[src/rtl/mem_responder.sv]
// Memory responder: target end of the CPU memory command interface.
// One outstanding read/write, fixed wait latency, single-cycle ready pulse, preload port.
module mem_responder #(
    parameter int ADDR_W  = 8,
    parameter int DATA_W  = 16,
    parameter int LATENCY = 2
) (
    input  logic              clk,
    input  logic              rst_n,
    input  logic [1:0]        mem_cmd,
    input  logic [ADDR_W-1:0] mem_addr,
    input  logic [DATA_W-1:0] mem_wdata,
    output logic [DATA_W-1:0] mem_rdata,
    output logic              mem_ready,
    output logic              busy,
    output logic              cmd_err,
    input  logic              load_en,
    input  logic [ADDR_W-1:0] load_addr,
    input  logic [DATA_W-1:0] load_data
);

    typedef enum logic [1:0] {
        ST_IDLE = 2'b00,
        ST_WAIT = 2'b01,
        ST_RESP = 2'b10
    } state_t;

    localparam logic [1:0] CMD_READ  = 2'b01;
    localparam logic [1:0] CMD_WRITE = 2'b10;
    localparam logic [1:0] CMD_RSVD  = 2'b11;
    localparam logic [3:0] LAT_INIT  = 4'(LATENCY);

    logic [DATA_W-1:0] mem_q [2**ADDR_W];

    state_t            state_q, state_d;
    logic [3:0]        cnt_q, cnt_d;
    logic              is_write_q, is_write_d;
    logic [ADDR_W-1:0] addr_q, addr_d;
    logic [DATA_W-1:0] wdata_q, wdata_d;
    logic [DATA_W-1:0] rdata_q, rdata_d;
    logic              ready_q, ready_d;
    logic              busy_q, busy_d;
    logic              err_q, err_d;

    logic              mem_we_s;
    logic [ADDR_W-1:0] mem_waddr_s;
    logic [DATA_W-1:0] mem_wdata_s;

    // Next-state, next-output and memory write-port selection.
    always_comb begin
        state_d     = state_q;
        cnt_d       = cnt_q;
        is_write_d  = is_write_q;
        addr_d      = addr_q;
        wdata_d     = wdata_q;
        rdata_d     = rdata_q;
        ready_d     = 1'b0;
        busy_d      = busy_q;
        err_d       = 1'b0;
        mem_we_s    = 1'b0;
        mem_waddr_s = addr_q;
        mem_wdata_s = wdata_q;

        case (state_q)
            ST_IDLE: begin
                busy_d = 1'b0;
                if (load_en) begin
                    // Preload wins over any command presented in the same cycle.
                    mem_we_s    = 1'b1;
                    mem_waddr_s = load_addr;
                    mem_wdata_s = load_data;
                end else if ((mem_cmd == CMD_READ) || (mem_cmd == CMD_WRITE)) begin
                    is_write_d = (mem_cmd == CMD_WRITE);
                    addr_d     = mem_addr;
                    wdata_d    = mem_wdata;
                    busy_d     = 1'b1;
                    if (LAT_INIT == 4'd0) begin
                        state_d = ST_RESP;
                        cnt_d   = 4'd0;
                        ready_d = 1'b1;
                        if (mem_cmd == CMD_READ) begin
                            rdata_d = mem_q[mem_addr];
                        end else begin
                            rdata_d = rdata_q;
                        end
                    end else begin
                        state_d = ST_WAIT;
                        cnt_d   = LAT_INIT;
                    end
                end else if (mem_cmd == CMD_RSVD) begin
                    err_d = 1'b1;
                end else begin
                    state_d = ST_IDLE;
                end
            end
            ST_WAIT: begin
                busy_d = 1'b1;
                if (cnt_q <= 4'd1) begin
                    // Read data is fetched here so it appears together with mem_ready.
                    state_d = ST_RESP;
                    cnt_d   = 4'd0;
                    ready_d = 1'b1;
                    if (!is_write_q) begin
                        rdata_d = mem_q[addr_q];
                    end else begin
                        rdata_d = rdata_q;
                    end
                end else begin
                    cnt_d = cnt_q - 4'd1;
                end
            end
            ST_RESP: begin
                busy_d  = 1'b0;
                state_d = ST_IDLE;
                if (is_write_q) begin
                    mem_we_s = 1'b1;
                end else begin
                    mem_we_s = 1'b0;
                end
            end
            default: begin
                state_d = ST_IDLE;
                cnt_d   = 4'd0;
                busy_d  = 1'b0;
            end
        endcase
    end

    // Control state and registered outputs; reset aborts any access in flight.
    always_ff @(posedge clk or negedge rst_n) begin
        if (!rst_n) begin
            state_q    <= ST_IDLE;
            cnt_q      <= 4'd0;
            is_write_q <= 1'b0;
            addr_q     <= '0;
            wdata_q    <= '0;
            rdata_q    <= '0;
            ready_q    <= 1'b0;
            busy_q     <= 1'b0;
            err_q      <= 1'b0;
        end else begin
            state_q    <= state_d;
            cnt_q      <= cnt_d;
            is_write_q <= is_write_d;
            addr_q     <= addr_d;
            wdata_q    <= wdata_d;
            rdata_q    <= rdata_d;
            ready_q    <= ready_d;
            busy_q     <= busy_d;
            err_q      <= err_d;
        end
    end

    // Storage array; contents survive reset.
    always_ff @(posedge clk) begin
        if (mem_we_s) begin
            mem_q[mem_waddr_s] <= mem_wdata_s;
        end
    end

    assign mem_rdata = rdata_q;
    assign mem_ready = ready_q;
    assign busy      = busy_q;
    assign cmd_err   = err_q;

endmodule

[config.mk]
export PLATFORM = sky130hd
export DESIGN_NAME = mem_responder
export DESIGN_NICKNAME = d
export VERILOG_FILES = /design/src/rtl/mem_responder.sv
export SDC_FILE = /design/constraint.sdc
export NUM_CORES = 2
export LEC_CHECK = 0
export BUFFER_PORTS_ARGS = -buffer_cell sky130_fd_sc_hd__buf_4
export CORE_ASPECT_RATIO = 1.25
export CORE_MARGIN = 8
export CORE_UTILIZATION = 63
export CTS_BUF_LIST = sky130_fd_sc_hd__clkbuf_16
export DETAILED_ROUTE_END_ITERATION = 16
export PLACE_DENSITY = 0.79
export SETUP_SLACK_MARGIN = 0.05
export SYNTH_ARGS = -nofsm -noshare
export SYNTH_HDL_FRONTEND = slang
export SYNTH_SLANG_ARGS = --single-unit
[constraint.sdc]
create_clock -name clk -period 5.9 [get_ports clk]
set_input_delay 0 -clock clk [delete_from_list [all_inputs] [get_ports clk]]
set_output_delay 0 -clock clk [all_outputs]
set_load 0.01 [all_outputs]
Word level (Yosys, flattened, before mapping)
Memory sizes are Yosys's and may differ from the RTL's. A register that Yosys moved wholly into a read port is not among the register bits.
Cells that the tools add are included.
- memory bits (writable): 4096
- register bits after elaboration: 34
- output and inout port bits: 19
- memories: 1
- bits in latches: 0
- ROM bits: 0
- muxes and demuxes: 27
- divide/modulo/power cells: 0
- bitwise logic cells: 3
- equal/unequal tests: 9
- shift-type cells: 0
- reductions and logical operators: 7
- $mul: 0
- $add $sub $neg: 1
- $lt $le $gt $ge: 1
- memories (name ; depth ; width ; read ports ; clocked after Yosys merged registers in ; wr ports ; RTL line ; text):
    mem_q ; 256 ; 16 ; 1 ; 1 ; 1 ; 33 ; logic [DATA_W-1:0] mem_q [2**ADDR_W];
- operators by type and width (cell ; number):
    2-to-1 mux 16 bit ; 2
    2-to-1 mux 8 bit ; 2
    2-to-1 mux 1 bit ; 12
    2-to-1 mux 4 bit ; 3
    case mux 4 bit (3 select lines) ; 1
    AND reduction 3 bit ; 4
    2-to-1 mux 2 bit ; 4
    == test 2 bit, second input constant ; 3
    != test 2 bit, second input constant ; 3
    == test 2 x 1 -> 1 bit, second input constant ; 2
    <= comparator 4 x 1 -> 1 bit, second input constant ; 1
    case mux 1 bit (2 select lines) ; 2
    case mux 2 bit (2 select lines) ; 1
    subtractor 4 x 1 -> 4 bit, second input constant ; 1
    != test 3 bit, second input constant ; 1
    inverter 1 bit ; 3
    zero test 2 bit ; 1
    zero test 1 bit ; 1
    logical OR 1 bit ; 1

Depth between registers and ports, before layout
- depth in word-level cells: 5
- gate-level depth with buffers: 14

Worst setup path before layout
Ideal clock, no wire load.
- path kind: register to register
- from: register state_q[1]
- to: memory mem_q[0][10] (data pin)
- slack: 0.556 ns
- buffers on the path: 3
- data required time: 5.077 ns
- data arrival time: 4.521 ns
- stages on the path, launching flop included: 8
- cells stage by stage: dfrtp_1 > clkbuf_1 > nor2_1 > and2_0 > clkbuf_1 > clkbuf_1 > nand2_1 > nand2_1
- word-level cells in the longest chain between the ends: 2
- RTL lines (item ; RTL line ; text):
    from (decl) ; 35 ; state_t state_q, state_d;
    from (signal assigned) ; 142 ; state_q <= state_d;
    zero test 2 bit ; 64 ; case (state_q)
    2-to-1 mux 16 bit ; 64 ;
    named net mem_wdata_s[10] ; 47 ; logic [DATA_W-1:0] mem_wdata_s;
    to (decl) ; 33 ;
The timed path passes the listed nets, and every way through them passes these cells.

==> impl_metrics.ini <==
[placement]
gp_congestion = 0.993
dp_hpwl_um = 273000
io_buffers = 71
dp.cells = 11100
pre_cts_slack_ns = 1.16

[route]
via_count = 87100
top_layer = met5
drc_errors = 0
detail-route-antenna-nets = 0
drt-pass1-iter-count = 9
via_per_inst = 7.30
finalWirelength_um = 468000
wl_per_cell_um = 39.2
wl_met1_um = 142000
drt_iter0_drc = 15100
route.met2.wl_um = 216000
dr_wl_met3_um = 60700

[yosys]
syn_inst = 7663
yosys_warnings = 0
synth-async-reset-ratio_pct = 1.21
avgSynthCellArea_um2 = 20.9
ys_types = 68
ys_ff_latch = 4146
synth-main-ff-cell = edfxtp_1
synth_common_cells = edfxtp_1 (4096), mux4_2 (736), mux2i_1 (559)
synth.most_common_cell = edfxtp_1
seq_area_frac_synth_pct = 77.4
synth_fp_nets = 7720
synth_top_cell_by_area = edfxtp_1
synth_top_area_share_pct = 76.6
synth_edf_count = 4096
synth.area.top_cells = edfxtp_1 (77%), mux4_2 (10%), mux2i_1 (3.5%), dfrtp_1 (0.78%), o22ai_1 (0.78%)
syn-cell-area_um2 = 161000

[timing]
fmax_mhz = 195
setup-tns-final_ns = 0
rsz0062_at_grt = false
finalSetupViolations = 0
drv_slew = 20
fin_crit_sh_pct = 86.8
worstMarginPinSlew_ns = 1.62
hold_viol = 0
final.setup_skew_ns = 0.0645
setup_slack_ns = 0.778
slew_headroom_pct = -9.08
min_period_ns = 5.12
holdWs_ns = 0.0487

[critical_path]
crit_slowest_cell = a222oi_1
crit_cells = 9
critPathMostFrequentCell = buf_4
start_kind = register
rr_endpoint = mem_rdata[4]
regToRegSetupSlack_ns = 0.78
r2r_start = addr_q[0]
endpoint = mem_rdata[4]
critical-path-top-delay-family = compound AO/OA/AOI/OAI gates
critical_path_class = register to register
r2r_cells = 9
worstPathCellList = buf_12 -> buf_4 -> buf_4 -> mux2i_1 -> a221oi_2 -> o21ai_1 -> a222oi_1 -> nand4b_1 -> o211ai_1
cp_slowest_stage_delay_ns = 1.31
critPathBufInv = 3
worstSetupStartpoint = addr_q[0]
endpoint_kind = register
cp.required_ns = 6.73
cp_data_arrival_time_ns = 5.95
cp_max_fo = 36

[die]
die-height_um = 580
num_rows = 207
io_pins = 72
dieArea_um2 = 271000
initial_core_util_pct = 63.2
die_width_um = 467
core_area_um2 = 254000

[run_status]
outcome = complete, but fails checks
violations = capacitance limit, slew limit

[cts]
cts_buffer_depth = 4
cts-htree-levels = 5
cts_buffers = 368
cts_sinks = 4146
worstSkewPairLatency_ns = 0.95
clockRootBuffer = clkbuf_16
path_clk_slew_ns = 0.07
cts_setup_buffers = 0
ctsResizeCount = 0
cts_tree = yes
ctsHoldBuffers = 94

[cells_and_area]
fin_cells = 11900
area_growth_pct = 12.1
final_layout_size_suffix_gt1_share_pct = 23.0
fin_util_pct = 70.9
final_nets = 8309

[power_and_ir_drop]
p_sw_mw = 31.7
power.leakage_nw = 58.3
p_per_area_nw_per_um2 = 513
comb_power_share_pct = 31.7
ir_drop_uv = 732
internal_power_mw = 60.7
swShare_pct = 34.3
pwr-share-clk_pct = 26.7
seq_power_share_pct = 41.6

[global_routing]
grt_pass1_wl_um = 651000
grt_max_degree = 213
grt_overflow = 0
grt_usage_pct = 34.0
grt_pass1_vias = 86800
antenna_found_initial = 31

[worst_hold_path]
hp-class = input pin to register
hold_depth = 4

[run]
maxCapViolCount = 4
==> power by group through the flow <==
stage | logic (mW) | registers, mW | clock network (mW)
6_report | 29.3 | 38.4 | 24.7
5_1_grt | 29.6 | 38.3 | 25.8
4_1_cts | 28.4 | 38.3 | 24.7
3_5_place_dp | 27.8 | 38.9 | 0
3_3_place_gp | 27.0 | 38.9 | 0
2_1_floorplan | 17.1 | 39.9 | 0
==> metrics by stage <==
step | area [um^2] | power (mW)
final | 180000 | 92.4
after global routing | 180000 | 93.7
after global placement | 167000 | 65.8
after CTS | 180000 | 91.4
after floorplan | 161000 | 57.0
after detailed placement | 167000 | 66.7
==> worst min-delay path by stage <==
stage                       startpoint              to  slack (ns)
final                       mem_cmd[0]      state_q[0]        0.05
after detailed placement         rst_n     wdata_q[11]        0.15
after floorplan                  rst_n       addr_q[0]       -0.30
after CTS                      load_en            busy        0.02
after global placement           rst_n     wdata_q[11]        0.18
after global routing      load_addr[0]  mem_q[160][10]        0.09
==> cell usage in the layout (no fill, tap or decap), types with 17 or more instances in the layout <==
cell	instances
nand2_1	309
mux2_2	44
a221oi_1	40
mux4_1	25
a22o_1	25
nor4_1	24
a21oi_1	100
nand3_1	51
a211oi_1	64
nor2_1	268
a211o_1	21
clkbuf_16	373
nor3_1	21
mux2i_1	559
dfrtp_1	46
clkinv_1	71
mux4_2	736
buf_4	543
dlygate4sd3_1	93
o21ai_0	92
a2111oi_0	62
o221ai_1	101
edfxtp_1	4096
o22ai_1	199
inv_1	68
o211ai_1	17
a22oi_1	66
clkinv_2	73
bufinv_16	55
nor2b_1	34
buf_12	36
diode_2	31
nand4_1	18
==> tightest hold or removal path, cell delays in order <==
cell and delay, ns:
dlygate4sd3_1 0.53, buf_4 0.11, ha_1 0.18, o21ai_0 0.10
==> state kept, by name, indices dropped and copies added (netlist names), 2 cells and up <==
signal	flops
mem_q	4096
mem_rdata	16
wdata_q	16
addr_q	8
cnt_q	4
state_q	2
==> cell type report <==
type	instances	area, um^2
Clock buffer	373	9330
Inverter	8	37.5
Sequential cell	4146	124000
Clock inverter	297	2960
Multi-Input combinational cell	3054	33400
Timing Repair Buffer	674	5770
Fill cell	13800	73800
Tap cell	3344	4180
Antenna cell	31	77.6
==> per-layer routing <==
metal / GRT usage [%] / up-vias
li1: - / 33200
met1: 40.6 / 44000
met2: 52.4 / 7844
met3: 9.09 / 1935
met4: 27.4 / 18
met5: 0 / -
==> cells by family (layout without fill, tap and decap cells) <==
logic type	after synthesis	in the layout	share of synthesized area [%]
AOI/OAI and AO/OA	843	843	3.72
xor gates and xnor gates	1	1	0.00546
adders and majority gates	4	4	0.0312
and+or+nand+nor	842	842	2.32
other	0	31	0
muxes	1364	1364	14.5
buffers and inverters	463	1352	1.98
DFF	4146	4146	77.4
Note: power is estimated with default switching activity, not from simulation.
